$ cat src/rtl/upa2_coeff_update_if.sv
// Data bundle for the G.726 UPA2 coefficient update: sign bits, coefficients, result.
// Latency: none, this is a plain signal bundle.
// Backpressure: none, values are sampled every cycle with no handshake.
interface upa2_coeff_update_if;
    logic        PK0;
    logic        PK1;
    logic        PK2;
    logic        SIGPK;
    logic [15:0] A1;
    logic [15:0] A2;
    logic [15:0] A2T;

    // Predictor side: drives the operands and consumes the unlimited A2T.
    modport master (
        output PK0, PK1, PK2, SIGPK, A1, A2,
        input  A2T
    );

    // Update block side: consumes the operands and produces A2T.
    modport slave (
        input  PK0, PK1, PK2, SIGPK, A1, A2,
        output A2T
    );
endinterface

$ cat src/rtl/upa2_coeff_update.sv
// G.726 UPA2: unlimited second-order pole coefficient update A2T (feeds LIMC). Optional macro: UPA2_OUTREG_EN.
// Latency: 0 cycles (combinational); 1 cycle when UPA2_OUTREG_EN registers A2T.
// Backpressure: none; a new result is produced for every input set.
module upa2_coeff_update (
    input  logic                       clk,
    input  logic                       reset,
    input  logic                       scan_in0,
    input  logic                       scan_in1,
    input  logic                       scan_in2,
    input  logic                       scan_in3,
    input  logic                       scan_in4,
    input  logic                       scan_enable,
    input  logic                       test_mode,
    output logic                       scan_out0,
    output logic                       scan_out1,
    output logic                       scan_out2,
    output logic                       scan_out3,
    output logic                       scan_out4,
    upa2_coeff_update_if.slave         coef
);

    logic        pks1;
    logic        pks2;
    logic [16:0] uga2a;
    logic [16:0] a1_shl;
    logic [16:0] fa1;
    logic [16:0] fa;
    logic [16:0] uga2b;
    logic        uga2s;
    logic [15:0] uga2;
    logic [15:0] a2_asr;
    logic [15:0] ula2;
    logic [15:0] ua2;
    logic [15:0] a2t_d;

    // Scan chain is stitched in by DFT insertion; functionally the outputs are tied low.
    assign scan_out0 = 1'b0;
    assign scan_out1 = 1'b0;
    assign scan_out2 = 1'b0;
    assign scan_out3 = 1'b0;
    assign scan_out4 = 1'b0;

    // DFT inputs only matter after scan insertion; collected here so they are not left dangling.
    logic unused_dft;
    assign unused_dft = ^{clk, reset, scan_in0, scan_in1, scan_in2, scan_in3,
                          scan_in4, scan_enable, test_mode};

    // Gradient term: sign-correlation of PK history scaled by a clamped copy of A1.
    always_comb begin
        pks1   = coef.PK0 ^ coef.PK1;
        pks2   = coef.PK0 ^ coef.PK2;
        uga2a  = pks2 ? 17'd114688 : 17'd16384;
        a1_shl = {coef.A1[14:0], 2'b00};
        fa1    = 17'd0;
        if (!coef.A1[15]) begin
            // Positive A1 saturates at +0.5 (8191 still passes through unchanged).
            fa1 = (coef.A1 <= 16'd8191) ? a1_shl : 17'd32764;
        end else begin
            // Negative A1 saturates at -0.5 (57345 still passes through unchanged).
            fa1 = (coef.A1 >= 16'd57345) ? a1_shl : 17'd98308;
        end
        fa    = pks1 ? fa1 : (17'd0 - fa1);
        uga2b = uga2a + fa;
        uga2s = uga2b[16];
        uga2  = 16'd0;
        if (!coef.SIGPK) begin
            // Scale by 2^-7 and sign-extend the 10-bit result to 16 bits.
            uga2 = {{6{uga2s}}, uga2b[16:7]};
        end
    end

    // Leak term: subtract A2 scaled by 2^-7 (arithmetic shift), then accumulate onto A2.
    always_comb begin
        a2_asr = {{7{coef.A2[15]}}, coef.A2[15:7]};
        ula2   = 16'd0 - a2_asr;
        ua2    = uga2 + ula2;
        a2t_d  = coef.A2 + ua2;
    end

`ifdef UPA2_OUTREG_EN
    logic [15:0] a2t_q;

    // Optional output register: cleared while reset is low, captures the update otherwise.
    always_ff @(posedge clk or negedge reset) begin
        if (!reset) begin
            a2t_q <= 16'h0000;
        end else begin
            a2t_q <= a2t_d;
        end
    end

    assign coef.A2T = a2t_q;
`else
    assign coef.A2T = a2t_d;
`endif

endmodule

$ cat src/flat_wrapper.sv
// flat-port wrapper written by rule: the top's interface ports become plain ports
module upa2_coeff_update_flat 
  (clk, reset, scan_in0, scan_in1, scan_in2, scan_in3, scan_in4, scan_enable, test_mode, scan_out0, scan_out1, scan_out2, scan_out3, scan_out4, coef_PK0, coef_PK1, coef_PK2, coef_SIGPK, coef_A1, coef_A2, coef_A2T);
  upa2_coeff_update_if coef_i ();
  input  logic clk;
  input  logic reset;
  input  logic scan_in0;
  input  logic scan_in1;
  input  logic scan_in2;
  input  logic scan_in3;
  input  logic scan_in4;
  input  logic scan_enable;
  input  logic test_mode;
  output logic scan_out0;
  output logic scan_out1;
  output logic scan_out2;
  output logic scan_out3;
  output logic scan_out4;
  input wire logic [$bits(coef_i.PK0)-1:0] coef_PK0;
  input wire logic [$bits(coef_i.PK1)-1:0] coef_PK1;
  input wire logic [$bits(coef_i.PK2)-1:0] coef_PK2;
  input wire logic [$bits(coef_i.SIGPK)-1:0] coef_SIGPK;
  input wire logic [$bits(coef_i.A1)-1:0] coef_A1;
  input wire logic [$bits(coef_i.A2)-1:0] coef_A2;
  output wire logic [$bits(coef_i.A2T)-1:0] coef_A2T;
  assign coef_i.PK0 = coef_PK0;
  assign coef_i.PK1 = coef_PK1;
  assign coef_i.PK2 = coef_PK2;
  assign coef_i.SIGPK = coef_SIGPK;
  assign coef_i.A1 = coef_A1;
  assign coef_i.A2 = coef_A2;
  assign coef_A2T = coef_i.A2T;
  upa2_coeff_update u_core (.clk(clk), .reset(reset), .scan_in0(scan_in0), .scan_in1(scan_in1), .scan_in2(scan_in2), .scan_in3(scan_in3), .scan_in4(scan_in4), .scan_enable(scan_enable), .test_mode(test_mode), .scan_out0(scan_out0), .scan_out1(scan_out1), .scan_out2(scan_out2), .scan_out3(scan_out3), .scan_out4(scan_out4), .coef(coef_i));
endmodule
$ cat config.mk
export PLATFORM = sky130hd
export DESIGN_NAME = upa2_coeff_update_flat
export DESIGN_NICKNAME = d
export VERILOG_FILES = /design/src/rtl/upa2_coeff_update_if.sv /design/src/rtl/upa2_coeff_update.sv /design/src/flat_wrapper.sv
export SDC_FILE = /design/constraint.sdc
export NUM_CORES = 1
export LEC_CHECK = 0
export BUFFER_PORTS_ARGS = -buffer_cell sky130_fd_sc_hd__buf_2
export CAP_MARGIN = 20
export CELL_PAD_IN_SITES_DETAIL_PLACEMENT = 1
export CELL_PAD_IN_SITES_GLOBAL_PLACEMENT = 2
export CORE_MARGIN = 8
export CORE_UTILIZATION = 28
export DETAILED_ROUTE_END_ITERATION = 12
export PLACE_DENSITY_LB_ADDON = 0.2
export SETUP_SLACK_MARGIN = 0.15
export SLEW_MARGIN = 30
export SYNTH_ARGS = -nofsm -noshare
export SYNTH_HDL_FRONTEND = slang
export SYNTH_SLANG_ARGS = --single-unit
$ cat constraint.sdc
create_clock -name vclk -period 7.7
set_input_delay 0.385 -clock vclk [all_inputs]
set_output_delay 0.385 -clock vclk [all_outputs]
set_load 0.01 [all_outputs]
==> impl_metrics.json <==
{
  "static-leakage-power_nw": 1.14,
  "postCtsSetupRepairBufs": 0,
  "detailedRoute.firstIterationViolations": 28,
  "ios": 66,
  "xor_and_xnor_fraction_of_the_mapped_netlist_area_pct": 14.6,
  "synthTopCellsByArea": "sky130_fd_sc_hd__fa_1 18%, sky130_fd_sc_hd__xnor2_1 11%, sky130_fd_sc_hd__inv_1 10%",
  "postCtsResizedCells": 0,
  "port-buffer-count": 52,
  "synth_area_leader_cell": "sky130_fd_sc_hd__fa_1",
  "muxShareOfSynthArea_pct": 1.06,
  "grt_antenna_before_repair": 0,
  "grt_pass1_vias": 2004,
  "synthDominantCellAreaShare_pct": 18.0,
  "layout.area.seq_um2": 0,
  "die_area_um2": 9650,
  "hold_violation_total_from_the_final_report": 0,
  "fmax_mhz": 157,
  "synth_area_um2": 1890,
  "coreArea_um2": 6680,
  "endpoint_kind": "primary output",
  "synthSimpleGateAreaFrac_pct": 22.9,
  "unrepaired_setup_endpoints_after_global_routing": "no",
  "drv.max_cap_violation_count": 0,
  "peak_supply_drop_uv": 41.8,
  "hp-class": "primary input to primary output",
  "fin_total_pwr_uw": 461,
  "routedWlPerCell_um": 13.9,
  "grt_use_total_pct": 11.3,
  "antenna-diode-count": 0,
  "synthesis.yosys.warnings": 0,
  "fin_setup_tns_ps": 0,
  "synth-compound-area-share_pct": 20.1,
  "hold_buf_count_cts": 0,
  "synthesis.instances": 268,
  "timing.critical_path.fanout_max": 7,
  "dp.final_hpwl_um": 4980,
  "firstDrtPassIters": 4,
  "tightest_slew_ps": 718,
  "layout-area-overhead-vs-synth_pct": 17.2,
  "route.vias.total": 1879,
  "gpl.final_weighted_congestion": 0.832,
  "slew_viol_final": 0,
  "cp.required_ps": 7320,
  "placementRows": 30,
  "design.seq.count": 0,
  "total_power_density_per_cell_area_nw_per_um2": 208,
  "die_w_um": 98.3,
  "most_common_cell_in_the_synthesized_netlist": "sky130_fd_sc_hd__inv_1",
  "synth_cell_types": 47,
  "critPathArrivalTime_ps": 5970,
  "drt.antenna.violating_nets": 0,
  "fillers": 875,
  "final_layout_size_suffix_gt1_share_pct": 20.4,
  "seq_area_frac_synth_pct": 0,
  "finalSetupViolations": 0,
  "synth_area_per_cell_um2": 7.07,
  "die_height_um": 98.3,
  "period_minus_slack_ps": 6350,
  "floorplan.initialDensity_pct": 28.4,
  "final_net_count": 393,
  "period_utilization_post_route_pct": 82.5,
  "synth_fa_ha_area_share_pct": 27.9,
  "grt_first_pass_wirelength_um": 9480,
  "final_routed_wirelength_across_all_metal_layers_um": 5480,
  "sum_of_overflow_across_all_layers_after_global_routing": 0,
  "route.detailed.vias_per_inst": 4.77,
  "maxSlewHeadroom_pct": 51.6,
  "hold_depth": 5,
  "remaining_drc_errors": 0,
  "largest_family_of_logic_cells_by_synthesized_area": "adder cells",
  "run_status": "complete, no violations",
  "timing.critical_path.from_type": "primary input",
  "commonest_cells_in_the_netlist": "52 x sky130_fd_sc_hd__inv_1, 30 x sky130_fd_sc_hd__nand2_1, 24 x sky130_fd_sc_hd__xnor2_1, 19 x sky130_fd_sc_hd__nor2_1, 17 x sky130_fd_sc_hd__fa_1",
  "crit_type": "primary input to primary output",
  "grt_max_degree": 17,
  "nClkBuffers": 0,
  "multi_input_comb_area_um2": 1670
}
## cell families (layout without fill, tap and decap cells)
logic type                 after synthesis  in the layout
adders and majority gates               32             32
other                                    1              5
muxes                                    2              2
buffers and inverters                   62            104
and+or+nand+nor                         86             86
AOI/OAI and AO/OA                       55             55
xor gates and xnor gates                30             30
## cells in the final DEF, fill, tap and decap left out, types with 2 or more instances in the layout
cell type,netlist,layout
sky130_fd_sc_hd__inv_1,52,52
sky130_fd_sc_hd__buf_2,0,52
sky130_fd_sc_hd__nand2_1,30,30
sky130_fd_sc_hd__xnor2_1,24,24
sky130_fd_sc_hd__nor2_1,19,19
sky130_fd_sc_hd__fa_1,17,17
sky130_fd_sc_hd__a21oi_1,15,15
sky130_fd_sc_hd__ha_1,15,15
sky130_fd_sc_hd__o21ai_0,9,9
sky130_fd_sc_hd__nor3_1,7,7
sky130_fd_sc_hd__conb_1,1,5
sky130_fd_sc_hd__nor4_1,4,4
sky130_fd_sc_hd__xor2_1,5,4
sky130_fd_sc_hd__nand4_1,4,4
sky130_fd_sc_hd__nand3_1,4,4
sky130_fd_sc_hd__a21o_1,4,4
sky130_fd_sc_hd__or4b_2,3,3
sky130_fd_sc_hd__o21bai_1,3,3
sky130_fd_sc_hd__a31oi_1,3,3
sky130_fd_sc_hd__o21a_1,3,3
sky130_fd_sc_hd__o211ai_1,3,3
sky130_fd_sc_hd__or2_2,2,2
sky130_fd_sc_hd__or4_4,2,2
sky130_fd_sc_hd__a211oi_1,2,2
sky130_fd_sc_hd__a21boi_0,2,2
sky130_fd_sc_hd__o22ai_1,2,2
sky130_fd_sc_hd__and2_1,2,2
sky130_fd_sc_hd__mux2i_1,2,2
sky130_fd_sc_hd__nor2b_1,2,2
## through the flow
stage | worst slack, ps | cell area (µm²) | util [%] | hold WS [ps] | std cells
CTS | 1310 | 2210 | 33.1 | 1260 | 394
global route | 1090 | 2220 | 33.2 | 1280 | 394
detailed placement | 1310 | 2210 | 33.1 | 1260 | 394
finish | 1350 | 2220 | 33.2 | 1250 | 394
floorplan | 1920 | 1910 | - | 1040 | 272
global placement | 1330 | 2210 | 33.1 | 1250 | 394
## power breakdown
part	leakage [nW]	internal, mW	switching [mW]
Sequential	0	0	0
Clock	0	0	0
Combinational	1.14	0.207	0.254
Total	1.14	0.207	0.254
## metal layers
layer	track usage, %	vias to the layer above	wire length (µm)
met5	0	-	0
met4	0.472	0	21
met3	1.07	2	154
met2	21.0	26	2740
met1	14.3	877	2560
li1	-	974	-
## path summary, 6_finish.rpt
check	start	endpoint	slack, ps
worst min-delay path	coef_A2[0]	coef_A2T[0]	1250
worst max-delay path	coef_A1[2]	coef_A2T[14]	1350
## worst max-delay path: stages
cell and delay (ps):
sky130_fd_sc_hd__buf_2 100, sky130_fd_sc_hd__or4_4 540, sky130_fd_sc_hd__or4_4 540, sky130_fd_sc_hd__a211oi_1 550, sky130_fd_sc_hd__a31oi_1 260, sky130_fd_sc_hd__xor2_1 210, sky130_fd_sc_hd__fa_1 400, sky130_fd_sc_hd__xnor2_1 150
sky130_fd_sc_hd__xnor2_1 130, sky130_fd_sc_hd__or2_4 290, sky130_fd_sc_hd__fa_1 490, sky130_fd_sc_hd__inv_1 40, sky130_fd_sc_hd__ha_1 380, sky130_fd_sc_hd__a21o_1 220, sky130_fd_sc_hd__or4b_2 680, sky130_fd_sc_hd__and3_1 170
sky130_fd_sc_hd__a311o_1 300, sky130_fd_sc_hd__buf_2 140
## final cells by class
| cell class | instances | area share [%] |
|---|---|---|
| inverters | 52 | 8.79 |
| multi-input cells | 210 | 75.0 |
| well taps | 80 | 4.51 |
| repair buffers | 52 | 11.7 |
No activity file was read; power rests on OpenSTA's default activity.
